==> src/rtl/alu_addsub_pkg.sv <==
// Shared types and helpers for the pipelined carry-lookahead adder/subtractor.
// Stage records are sized to MAX_WIDTH so one packed type serves every
// instance width; instances use the low WIDTH bits and leave the rest zero.
package alu_addsub_pkg;

  localparam int unsigned MAX_WIDTH = 128;

  typedef enum logic [1:0] {
    OP_ADD  = 2'b00,
    OP_SUB  = 2'b01,
    OP_ADDC = 2'b10,
    OP_SUBB = 2'b11
  } op_e;

  // One pipeline stage: operands still to be resolved travel with the
  // already-resolved low sum slices and the carry out of the last slice.
  typedef struct packed {
    logic                 valid;
    logic [MAX_WIDTH-1:0] a_rem;
    logic [MAX_WIDTH-1:0] b_rem;
    logic [MAX_WIDTH-1:0] sum_done;
    logic                 carry;
    logic                 ovf;
    op_e                  op;
  } stage_t;

  // Carry into bit 0: fixed for plain add/sub, external for the chained forms.
  function automatic logic carry_in_sel(input op_e op, input logic cin);
    logic c0;
    case (op)
      OP_ADD:  c0 = 1'b0;
      OP_SUB:  c0 = 1'b1;
      OP_ADDC: c0 = cin;
      OP_SUBB: c0 = cin;
      default: c0 = 1'b0;
    endcase
    return c0;
  endfunction

  // Subtraction forms add the one's complement of B.
  function automatic logic invert_b_sel(input op_e op);
    logic inv;
    case (op)
      OP_SUB:  inv = 1'b1;
      OP_SUBB: inv = 1'b1;
      default: inv = 1'b0;
    endcase
    return inv;
  endfunction

endpackage

==> src/rtl/alu_pipelined_cla_addsub_cla_slice.sv <==
// Combinational carry-lookahead slice: full lookahead inside each BLOCK-bit
// group, group carry-outs ripple into the next group.
module cla_slice #(
  parameter int unsigned SW    = 16,
  parameter int unsigned BLOCK = 4
) (
  input  logic [SW-1:0] a,
  input  logic [SW-1:0] b,
  input  logic          cin,
  output logic [SW-1:0] sum,
  output logic          cout,
  output logic          c_msb
);

  localparam int unsigned NG = SW / BLOCK;

  logic [SW-1:0] g_s;
  logic [SW-1:0] p_s;
  logic [SW:0]   c_s;

  assign g_s = a & b;
  assign p_s = a ^ b;

  // Each bit carry is a sum of generate/propagate products back to the group carry-in.
  always_comb begin
    logic acc_v;
    logic prod_v;
    acc_v  = 1'b0;
    prod_v = 1'b0;
    c_s    = '0;
    c_s[0] = cin;
    for (int grp = 0; grp < NG; grp++) begin
      for (int i = 1; i <= BLOCK; i++) begin
        acc_v = c_s[grp*BLOCK];
        for (int j = 0; j < i; j++) begin
          acc_v = acc_v & p_s[grp*BLOCK+j];
        end
        for (int j = 0; j < i; j++) begin
          prod_v = g_s[grp*BLOCK+j];
          for (int m = j + 1; m < i; m++) begin
            prod_v = prod_v & p_s[grp*BLOCK+m];
          end
          acc_v = acc_v | prod_v;
        end
        c_s[grp*BLOCK+i] = acc_v;
      end
    end
  end

  assign sum   = p_s ^ c_s[SW-1:0];
  assign cout  = c_s[SW];
  assign c_msb = c_s[SW-1];

endmodule

==> src/rtl/alu_pipelined_cla_addsub.sv <==
// Pipelined carry-lookahead adder/subtractor. Slice k of the operands is
// resolved in stage k using the carry registered by stage k-1. The whole
// pipe advances together whenever the output is empty or being consumed.
module alu_pipelined_cla_addsub
  import alu_addsub_pkg::*;
#(
  parameter int unsigned WIDTH  = 32,
  parameter int unsigned STAGES = 2,
  parameter int unsigned BLOCK  = 4
) (
  input  logic             i_clk,
  input  logic             i_rst_n,
  input  logic             i_valid,
  output logic             o_ready,
  input  logic [WIDTH-1:0] i_a,
  input  logic [WIDTH-1:0] i_b,
  input  logic [1:0]       i_op,
  input  logic             i_cin,
  output logic             o_valid,
  input  logic             i_ready,
  output logic [WIDTH-1:0] o_result,
  output logic             o_carry,
  output logic             o_overflow,
  output logic             o_zero,
  output logic             o_neg,
  output logic             o_lt,
  output logic             o_ltu
);

  localparam int unsigned SW = WIDTH / STAGES;

  logic                 advance_s;
  op_e                  op_s;
  logic [MAX_WIDTH-1:0] a_ext_s;
  logic [MAX_WIDTH-1:0] b_ext_s;
  stage_t               in_stage_s;
  stage_t               last_s;
  stage_t               stg_r [STAGES];
  logic                 tail_unused_s;

  assign op_s = op_e'(i_op);

  // Widen operands into the stage format, complementing B for subtraction.
  always_comb begin
    a_ext_s = '0;
    b_ext_s = '0;
    a_ext_s[WIDTH-1:0] = i_a;
    if (invert_b_sel(op_s)) begin
      b_ext_s[WIDTH-1:0] = ~i_b;
    end else begin
      b_ext_s[WIDTH-1:0] = i_b;
    end
  end

  // Record entering stage 0: nothing resolved yet, carry is the op's c0.
  always_comb begin
    in_stage_s       = '0;
    in_stage_s.valid = i_valid;
    in_stage_s.a_rem = a_ext_s;
    in_stage_s.b_rem = b_ext_s;
    in_stage_s.carry = carry_in_sel(op_s, i_cin);
    in_stage_s.op    = op_s;
  end

  for (genvar k = 0; k < STAGES; k++) begin : g_stage
    stage_t        prev_s;
    stage_t        nxt_s;
    logic [SW-1:0] sum_s;
    logic          cout_s;
    logic          c_msb_s;

    if (k == 0) begin : g_head
      assign prev_s = in_stage_s;
    end else begin : g_body
      assign prev_s = stg_r[k-1];
    end

    cla_slice #(
      .SW    (SW),
      .BLOCK (BLOCK)
    ) u_slice (
      .a     (prev_s.a_rem[k*SW +: SW]),
      .b     (prev_s.b_rem[k*SW +: SW]),
      .cin   (prev_s.carry),
      .sum   (sum_s),
      .cout  (cout_s),
      .c_msb (c_msb_s)
    );

    // Fold this stage's slice into the record handed to the next stage.
    always_comb begin
      nxt_s = prev_s;
      nxt_s.sum_done[k*SW +: SW] = sum_s;
      nxt_s.carry = cout_s;
      nxt_s.ovf   = c_msb_s ^ cout_s;
    end

    // Stage register: cleared by reset, frozen while the output is stalled.
    always_ff @(posedge i_clk or negedge i_rst_n) begin
      if (!i_rst_n) begin
        stg_r[k] <= '0;
      end else if (advance_s) begin
        stg_r[k] <= nxt_s;
      end else begin
        stg_r[k] <= stg_r[k];
      end
    end
  end

  assign last_s    = stg_r[STAGES-1];
  assign advance_s = ~last_s.valid | i_ready;
  assign o_ready   = advance_s;
  assign o_valid   = last_s.valid;

  // Operand copies and padding in the final record have no consumer past here.
  assign tail_unused_s = ^{last_s.a_rem, last_s.b_rem, last_s.sum_done, last_s.op};

  // Result and flags are shown only for a valid op; otherwise held at zero.
  always_comb begin
    o_result   = '0;
    o_carry    = 1'b0;
    o_overflow = 1'b0;
    o_zero     = 1'b0;
    o_neg      = 1'b0;
    o_lt       = 1'b0;
    o_ltu      = 1'b0;
    if (last_s.valid) begin
      o_result   = last_s.sum_done[WIDTH-1:0];
      o_carry    = last_s.carry;
      o_overflow = last_s.ovf;
      o_zero     = (last_s.sum_done[WIDTH-1:0] == '0);
      o_neg      = last_s.sum_done[WIDTH-1];
      o_lt       = last_s.sum_done[WIDTH-1] ^ last_s.ovf;
      o_ltu      = ~last_s.carry;
    end else begin
      o_result   = '0;
      o_carry    = 1'b0;
      o_overflow = 1'b0;
      o_zero     = 1'b0;
      o_neg      = 1'b0;
      o_lt       = 1'b0;
      o_ltu      = 1'b0;
    end
  end

endmodule
==> config.mk <==
export PLATFORM = sky130hd
export DESIGN_NAME = alu_pipelined_cla_addsub
export DESIGN_NICKNAME = d
export VERILOG_FILES = /design/src/rtl/alu_addsub_pkg.sv /design/src/rtl/alu_pipelined_cla_addsub_cla_slice.sv /design/src/rtl/alu_pipelined_cla_addsub.sv
export SDC_FILE = /design/constraint.sdc
export NUM_CORES = 1
export LEC_CHECK = 0
export CAP_MARGIN = 20
export CORE_MARGIN = 3
export CORE_UTILIZATION = 45
export CTS_CLUSTER_SIZE = 30
export DETAILED_ROUTE_END_ITERATION = 6
export PLACE_DENSITY_LB_ADDON = 0.15
export SYNTH_ARGS = -nofsm -noshare
export SYNTH_HDL_FRONTEND = slang
export SYNTH_HIERARCHICAL = 1
export SYNTH_SLANG_ARGS = --single-unit
==> constraint.sdc <==
create_clock -name i_clk -period 3.77 [get_ports i_clk]
set_input_delay 0.754 -clock i_clk [delete_from_list [all_inputs] [get_ports i_clk]]
set_output_delay 0.754 -clock i_clk [all_outputs]
set_load 0.05 [all_outputs]
==> impl_metrics.tcl <==
set metrics [dict create \
    maxSlewViolCount 0 \
    grt_start_max_net_pins 86 \
    synth.distinct_cells 32 \
    clock_latency_ns 0.33 \
    drive_above_1_share_pct 27.9 \
    synthTopCellsByCount "85 x dfrtp_1, 40 x ha_1, 35 x and2_1, 35 x mux2_2, 30 x mux2_4" \
    ys.flop_type "dfrtp_1" \
    cts_buffer_depth 2 \
    cts.sinks 85 \
    hold_path_class "in -> async" \
    initial_core_util_pct 46.8 \
    io_pins 111 \
    n_antenna_cell 0 \
    htree_levels 3 \
    rows 38 \
    finalSetupViolCount 4 \
    via_per_inst 4.90 \
    syn_area_um2 5140 \
    routed-via-count 3519 \
    crit_type "in -> reg" \
    dpl_worst_slack_ns -0.765 \
    cp_max_fo 5 \
    grt_setup_unrepaired "true" \
    avgSynthCellArea_um2 12.3 \
    vdd_ir_drop_max_v 0.000692 \
    drt-initial-drc-count 127 \
    cts_hold_buf 0 \
    startpoint_type "primary input" \
    routed_wl_um 11000 \
    violations "setup timing" \
    p_per_area_nw_per_um2 649 \
    core_area_um2 11000 \
    synth_top_area_share_pct 41.4 \
    synth_seq_cells 85 \
    worst_pin_slew_ns 0.571 \
    cts_tree "done" \
    design.die.area_um2 12700 \
    report.final.hold_viol_count 0 \
    place.gp.congestion 0.755 \
    numPlacedInstances 674 \
    antenna_found_initial 0 \
    cts_made_buffers 9 \
    fin_crit_ns 3.84 \
    grtUsageTotal_pct 17.8 \
    yosysMostFrequentCell "dfrtp_1" \
    ff_latch_area_um2 2130 \
    layout.nets 692 \
    fmax_mhz 260 \
    seq_area_frac_synth_pct 41.4 \
    finClkSkew_ns 0.00606 \
    wl_per_cell_um 15.3 \
    detail-route-antenna-nets 0 \
    syn_to_final_growth_pct 39.3 \
    yosys_warnings 6 \
    instances_no_fill 718 \
    overflow 0 \
    nFillCells 868 \
    crit_arrival_ns 4.06 \
    finalWorstSetupSlack_ns -0.0707 \
    drc_errors 0 \
    relSlewSlack_pct 61.6 \
    leakagePower_nw 3.23 \
    synth_edf_count 0 \
    dieHeight_um 113 \
    grt_pass1_vias 3666 \
    netlist_top_cells_area "dfrtp_1 41%, ha_1 9.7%, mux2_4 8.8%" \
    syn_inst 419 \
    cp.required_ns 3.99 \
    multi_input_area_um2 2950 \
    async_flop_share_pct 100 \
    syn-num-nets 538 \
    min_period_over_period_pct 102 \
    synth_area_leader_cell "dfrtp_1" \
    max_cap_violations 0 \
    status "finished with violations" \
    die_w_um 113 \
    io_buffers 110 \
    grt_pass1_wl_um 18000 \
    drtPass1Iterations 4 \
    critPathCaptureType "register" \
    clk_pin_slew_ns 0.06 \
    dp_hpwl_um 7620 \
    clockRootBuffer "clkbuf_16" \
]
critical path, cell delays in order:
cell and delay [ns]:
buf_12 0.12, buf_8 0.12, mux2_4 0.29, ha_4 0.17, o211ai_1 0.15, nand2_1 0.11
a21o_1 0.19, ha_2 0.18, o211ai_1 0.18, nand2_1 0.12, a21o_1 0.19, ha_2 0.19
o211ai_1 0.16, nand2_1 0.10, a21o_1 0.20, ha_2 0.20, o21a_1 0.19, nor2_2 0.10
xnor2_1 0.09, mux2_4 0.26
area by class of cell:
| cell class | instances | area share (%) |
|---|---|---|
| Multi-Input combinational cell | 306 | 41.2 |
| Sequential cell | 85 | 29.7 |
| Timing Repair Buffer | 163 | 21.7 |
| Clock buffer | 12 | 3.58 |
| Tap cell | 140 | 2.45 |
| Clock inverter | 4 | 0.979 |
| Inverter | 8 | 0.419 |
state kept, by name, indices dropped and copies added, names as in the netlist:
register / cells
o_valid: 1
g_stage.prev_s: 1
g_stage.nxt_s: 49
last_s: 34
timing repair:
action                                  in CTS  in global routing
buffers inserted                            28                  8
pin swaps                                   31                 33
endpoints found under the setup margin       9                 13
gates resized for setup                     26                  9
per-layer routing:
layer | routed length [um] | track usage, %
met3 | 428 | 4.12
met5 | 0 | 0
met1 | 4820 | 22.2
met2 | 5560 | 31.0
met4 | 150 | 5.13
path summary, 6_finish.rpt:
kind | startpoint | end | slack [ns] | depth (start not counted)
setup / recovery | i_op[0] | g_stage[1].nxt_s[18]$_DFFE_PN0P_ | -0.07 | 20
hold / removal | i_rst_n | g_stage[1].nxt_s[280]$_DFFE_PN0P_ | 0.26 | 1
setup reg to reg | g_stage[1].nxt_s[148]$_DFFE_PN0P_ | last_s[3]$_DFFE_PN0P_ | 0.07 | 18
hold reg to reg | g_stage[1].nxt_s[388]$_DFFE_PN0P_ | o_valid$_DFFE_PN0P_ | 0.45 | 1
max in group asynchronous | i_rst_n | last_s[13]$_DFFE_PN0P_ | 2.92 | 2
min in group i_clk | g_stage[1].nxt_s[388]$_DFFE_PN0P_ | o_valid$_DFFE_PN0P_ | 0.45 | 1
logic make-up after synthesis:
kind of cell	synth area share, %
AND/OR/NAND/NOR	9.01
adder cells (fa/ha/maj)	12.9
buffers and inverters	3.21
flip-flops	41.4
AO/OA/AOI/OAI	6.28
XOR/XNOR	10.2
multiplexers	17.1
metrics by stage:
step | power [mW] | util [%] | setup TNS, ns | cell area [um2] | hold slack [ns]
final | 4.65 | 65.2 | -0.237 | 7160 | 0.258
after global routing | 4.91 | 65.2 | -1.48 | 7160 | 0.250
after CTS | 4.67 | 64.6 | -0.708 | 7100 | 0.457
after detailed placement | 3.60 | 59.1 | -4.16 | 6490 | 0.445
after global placement | 3.55 | 59.1 | -3.45 | 6490 | 0.439
after floorplan | 2.92 | - | -1.53 | 5170 | 0.430
placed cells by master (no fill, tap or decap), drive strengths merged:
| cell | synthesis | routed |
|---|---|---|
| clkdlybuf4s50 | 0 | 100 |
| dfrtp | 85 | 85 |
| mux2 | 68 | 68 |
| buf | 17 | 58 |
| ha | 40 | 40 |
| and2 | 35 | 35 |
| xor2 | 31 | 31 |
| xnor2 | 27 | 27 |
| nor2 | 26 | 26 |
| a21oi | 25 | 25 |
| clkbuf | 3 | 12 |
| inv | 8 | 8 |
| a21o | 8 | 8 |
| o21a | 8 | 8 |
| fa | 8 | 8 |
| o211ai | 8 | 8 |
| nand2 | 8 | 8 |
| nor4 | 6 | 6 |
| dlygate4sd2 | 0 | 4 |
| nand4 | 2 | 2 |
| bufinv | 0 | 2 |
| clkinv | 0 | 2 |
| nand2b | 2 | 2 |
| nor2b | 1 | 1 |
| nor4b | 1 | 1 |
| or3 | 1 | 1 |
| nor3 | 1 | 1 |
| clkdlybuf4s15 | 0 | 1 |
power by group:
| group | internal [mW] | switching, mW | leakage, nW | total, mW |
|---|---|---|---|---|
| registers | 1.21 | 0.237 | 0.984 | 1.45 |
| logic | 1.10 | 1.14 | 2.08 | 2.24 |
| clock network | 0.614 | 0.339 | 0.163 | 0.953 |
| total | 2.93 | 1.72 | 3.23 | 4.65 |
(Power assumes the default switching activity.)
